[src/rtl/reg_bank_param.sv]
// Parametrised register bank: byte-enabled write port, clear-all, write-first registered read
// port and a flat parallel view of every register. Out-of-range addresses are flagged, never aliased.
module reg_bank_param #(
   parameter int unsigned       NUM_REGS  = 16,
   parameter int unsigned       DATA_W    = 32,
   parameter int unsigned       ADDR_W    = 4,
   parameter logic [DATA_W-1:0] RESET_VAL = '0
) (
   input  logic                         clk,
   input  logic                         reset,
   input  logic                         write_en,
   input  logic [ADDR_W-1:0]            add_line,
   input  logic [DATA_W-1:0]            data_in,
   input  logic [DATA_W/8-1:0]          byte_en,
   input  logic                         clear,
   input  logic                         rd_en,
   input  logic [ADDR_W-1:0]            rd_addr,
   output logic [DATA_W-1:0]            rd_data,
   output logic                         rd_valid,
   output logic                         wr_err,
   output logic                         rd_err,
   output logic [NUM_REGS*DATA_W-1:0]   data_out
);

   localparam int unsigned NB = DATA_W / 8;

   generate
      if (DATA_W == 0 || (DATA_W % 8) != 0) begin : g_bad_data_w
         $fatal(1, "reg_bank_param: DATA_W must be a non-zero multiple of 8");
      end
      if (NUM_REGS < 2 || NUM_REGS > 256) begin : g_bad_num_regs
         $fatal(1, "reg_bank_param: NUM_REGS must be in 2..256");
      end
      if (ADDR_W < $clog2(NUM_REGS)) begin : g_bad_addr_w
         $fatal(1, "reg_bank_param: ADDR_W too narrow for NUM_REGS");
      end
   endgenerate

   // One extra bit so NUM_REGS == 2**ADDR_W still fits in the bound.
   localparam logic [ADDR_W:0] NUM_REGS_A = (ADDR_W+1)'(NUM_REGS);

   logic [DATA_W-1:0] regs_q [NUM_REGS];
   logic [DATA_W-1:0] regs_d [NUM_REGS];
   logic [DATA_W-1:0] rd_data_q, rd_data_d;
   logic              rd_valid_q, rd_err_q, wr_err_q;
   logic              wr_hit, rd_hit;

   assign wr_hit = ({1'b0, add_line} < NUM_REGS_A);
   assign rd_hit = ({1'b0, rd_addr}  < NUM_REGS_A);

   always_comb begin
      for (int i = 0; i < NUM_REGS; i++) begin
         regs_d[i] = regs_q[i];
         if (clear) begin
            regs_d[i] = RESET_VAL;
         end else if (write_en && wr_hit && add_line == ADDR_W'(i)) begin
            for (int k = 0; k < NB; k++) begin
               if (byte_en[k]) regs_d[i][8*k +: 8] = data_in[8*k +: 8];
            end
         end
      end
   end

   // Reading the next-state array gives write-first behaviour; out-of-range matches nothing and reads 0.
   always_comb begin
      rd_data_d = '0;
      for (int i = 0; i < NUM_REGS; i++) begin
         if (rd_addr == ADDR_W'(i)) rd_data_d = regs_d[i];
      end
   end

   always_ff @(posedge clk) begin
      if (reset) begin
         for (int i = 0; i < NUM_REGS; i++) regs_q[i] <= RESET_VAL;
         rd_data_q  <= '0;
         rd_valid_q <= 1'b0;
         rd_err_q   <= 1'b0;
         wr_err_q   <= 1'b0;
      end else begin
         for (int i = 0; i < NUM_REGS; i++) regs_q[i] <= regs_d[i];
         if (rd_en) rd_data_q <= rd_data_d;
         rd_valid_q <= rd_en;
         rd_err_q   <= rd_en && !rd_hit;
         wr_err_q   <= write_en && !wr_hit;
      end
   end

   assign rd_data  = rd_data_q;
   assign rd_valid = rd_valid_q;
   assign rd_err   = rd_err_q;
   assign wr_err   = wr_err_q;

   generate
      for (genvar g = 0; g < NUM_REGS; g++) begin : g_flat
         assign data_out[g*DATA_W +: DATA_W] = regs_q[g];
      end
   endgenerate

endmodule

[config.mk]
export PLATFORM = sky130hd
export DESIGN_NAME = reg_bank_param
export DESIGN_NICKNAME = d
export VERILOG_FILES = /design/src/rtl/reg_bank_param.sv
export SDC_FILE = /design/constraint.sdc
export NUM_CORES = 1
export LEC_CHECK = 0
export BUFFER_PORTS_ARGS = -buffer_cell sky130_fd_sc_hd__buf_2
export CAP_MARGIN = 20
export CORE_MARGIN = 4
export CORE_UTILIZATION = 50
export DETAILED_ROUTE_END_ITERATION = 7
export PLACE_DENSITY = 0.75
export SKIP_CTS_REPAIR_TIMING = 1
export SYNTH_ARGS = -nofsm -noshare
export SYNTH_HDL_FRONTEND = slang
export SYNTH_SLANG_ARGS = --single-unit
[constraint.sdc]
create_clock -name clk -period 2.6 [get_ports clk]
set_input_delay 0.26 -clock clk [delete_from_list [all_inputs] [get_ports clk]]
set_output_delay 0.26 -clock clk [all_outputs]
set_load 0.01 [all_outputs]
==> reports/results.ini <==
[status]
outcome = finished clean

[yosys]
async_reset_ff_frac = 0
ys_seq_area_frac = 0.439
ys_types = 88
synth_ff_type = dfxtp_1
netlist.area_leader.share = 0.439
ys_top_cells_by_area = dfxtp_1, mux2i_1, nor2_1, o21ai_0, clkbuf_1
syn_area_mm2 = 0.0248
synthCells = 2814
synth_edf_count = 0
postSynthAreaPerCell_um2 = 8.83
synth_top_area_cell = dfxtp_1
synth_seq_cells = 545
synth_warnings = 0

[timing]
rsz0062_at_grt = no
tightest_slew_ns = 0.846
fin_crit_ns = 2.55
finalSetupViolations = 0
hold_viol = 0
slew_headroom = 0.429
max_freq_mhz = 393
skew_ns = 0.0212
slew_viol_final = 0
min_period_over_period = 0.980

[critical_path]
r2r_end = rd_data[9]
critical_path_class = input pin to register
start_kind = input pin
worstPathMaxFanout = 12
cp-startpoint = write_en
ff2ff_setup_slack_ns = 0.45
arrival_ns = 3.09
r2r-start = regs_q[0][9]
required_ns = 3.15
end_kind = register
r2r_cells = 6
critical_path.endpoint = rd_data[9]

[placement]
place.gp.congestion = 1.09
dpl.cell_count = 4314
io_buffers = 593
dp_hpwl_mm = 103

[die]
die_x_um = 231
num_rows = 81
io_pins = 596
die_area_mm2 = 0.0533
die_h_um = 231
initial_core_util = 0.506
core_mm2 = 0.0491

[pwr]
p_leak_nw = 14.8
power_density_mw_per_mm2 = 561
irDropWorstVdd_mv = 0.619

[final_layout]
synthToLayoutAreaGrowth_pct = 35.5
layout-drive-gt1-share = 0.333
instances_no_fill = 4422
final_util = 0.686
nets = 3758

[cts]
cts-root-buf = clkbuf_16
clk_pin_slew_ns = 0.06
worstSkewPairLatency_ns = 0.63
cts_buffers = 56
cts.path.max_buffers = 3
htree_levels = 2
clkSinkCount = 545
cts_tree = done

[routing]
drt-total-wl_mm = 135
ant_nets = 0
drtPass1Iterations = 6
wl_per_cell_um = 30.5
viasPerCell = 6.50
drt_iter0_drc = 3916
vias = 28700
drc = 0

[global_route]
grt_pass1_vias = 27800
antenna_found_initial = 7
grt_usage = 0.479
grt_pass1_wl_mm = 190
grt_overflow_total = 0
grt_max_degree = 77

[worst_hold_path]
hp-class = input pin to register
hold_depth = 2

[flow_run]
drv_cap = 0

-- how the worst min path moves through the flow --
stage                      to        start
3_5_place_dp       rd_data[8]   rd_data[8]
3_3_place_gp       rd_data[8]   rd_data[8]
4_1_cts         regs_q[1][28]  data_in[28]
5_1_grt            rd_data[4]        reset
2_1_floorplan    regs_q[1][3]   data_in[3]
6_report       regs_q[1][157]        reset
-- flip-flops by register name (all words and copies together), names as in the netlist --
signal    count
rd_valid      1
regs_q      512
rd_data      32
-- critical path: stages --
cell and delay, ns:
buf_2 0.29, buf_4 0.20, nor4b_4 0.32, nand2_2 0.23, mux2i_1 0.21, o221a_2 0.33
o311ai_0 0.74, buf_4 0.22, a31oi_1 0.07, a211oi_1 0.23
-- cells by family (layout without fill, tap and decap cells) --
logic type                after synthesis  after routing  share of synthesized area
and+or+nand+nor                       944            944                      0.181
AOI/OAI and AO/OA                     627            627                      0.157
muxes                                 447            447                      0.181
other                                   1              9                   0.000151
DFF                                   545            545                      0.439
buffers and inverters                 249           1185                     0.0415
xor gates and xnor gates                1              1                   0.000353
-- layout make-up --
cell class,instances,area [µm²]
diodes,7,17.5
clock buffers,80,1640
clock inverters,20,272
fillers,3986,15400
inverters,11,41.3
multi-input cells,2021,12900
flip-flops and latches,545,10900
well taps,664,831
repair buffers,1074,7030
-- synth_stat cells, types with 6 or more instances --
cell,count
dfxtp_1,545
nor2_1,512
mux2i_1,434
clkbuf_1,192
o21ai_0,187
a21oi_1,138
o22ai_1,108
nand2_1,107
nand3_1,75
nor3_1,56
and2_1,30
nor2_2,24
o221ai_1,21
a211oi_1,18
o211ai_1,18
nor2b_1,17
or3_1,16
buf_1,15
buf_2,15
nand2b_1,15
a31oi_1,14
nor2_4,13
mux2_2,12
a211o_1,11
buf_4,10
inv_1,10
nand2_2,9
o21a_1,9
o311ai_0,9
or4_1,9
nor4_1,8
o31ai_1,8
nand4_1,7
o21ai_1,7
o22a_1,7
nand2_4,6
nand3b_1,6
-- cells in the final DEF, fill, tap and decap left out, drive strengths merged, types with 12 or more instances in the layout --
cell type	synthesis	layout
nor2b	17	17
mux2i	434	434
clkinv	1	13
and2	30	30
o221ai	21	21
dfxtp	545	545
o21ai	194	194
a31oi	14	14
o211ai	18	18
nor3	56	56
a211oi	18	18
buf	45	1073
nand2b	15	15
mux2	12	12
nor2	550	550
a21oi	138	138
nand3	75	75
or3	16	16
nand2	122	122
clkbuf	193	80
o22ai	108	108
-- per-stage QoR --
stage               area [µm²]  total power, mW  setup slack, ns  setup TNS (ns)  hold slack, ns
finish                   33700             18.9           0.0532               0          0.0309
global route             33700             19.2           0.0701               0          0.0406
CTS                      33600             18.7            0.164               0         -0.0719
detailed placement       31700             10.4           -0.480           -6.37           0.465
global placement         31700             10.4           -0.398           -5.01           0.454
floorplan                24800             9.45            0.211               0           0.417
-- power by group --
group          leakage [nW]  internal (mW)  total [mW]  switching, mW
sequential             4.39           8.40        8.45         0.0552
clock                 0.948           4.97        8.56           3.60
combinational          9.44          0.592        1.86           1.27
total                  14.8           14.0        18.9           4.92
-- per-layer routing --
layer  wire length (µm)  global-route usage  vias up  part of all wire
met5                 25                   0        -           0.00019
met4              12900               0.351        4             0.096
met3              15200               0.109      645              0.11
met2              58900               0.751     2456              0.44
met1              47700               0.575    13800              0.35
li1                   -                   -    11900                 -
No activity file was read; power rests on OpenSTA's default activity.
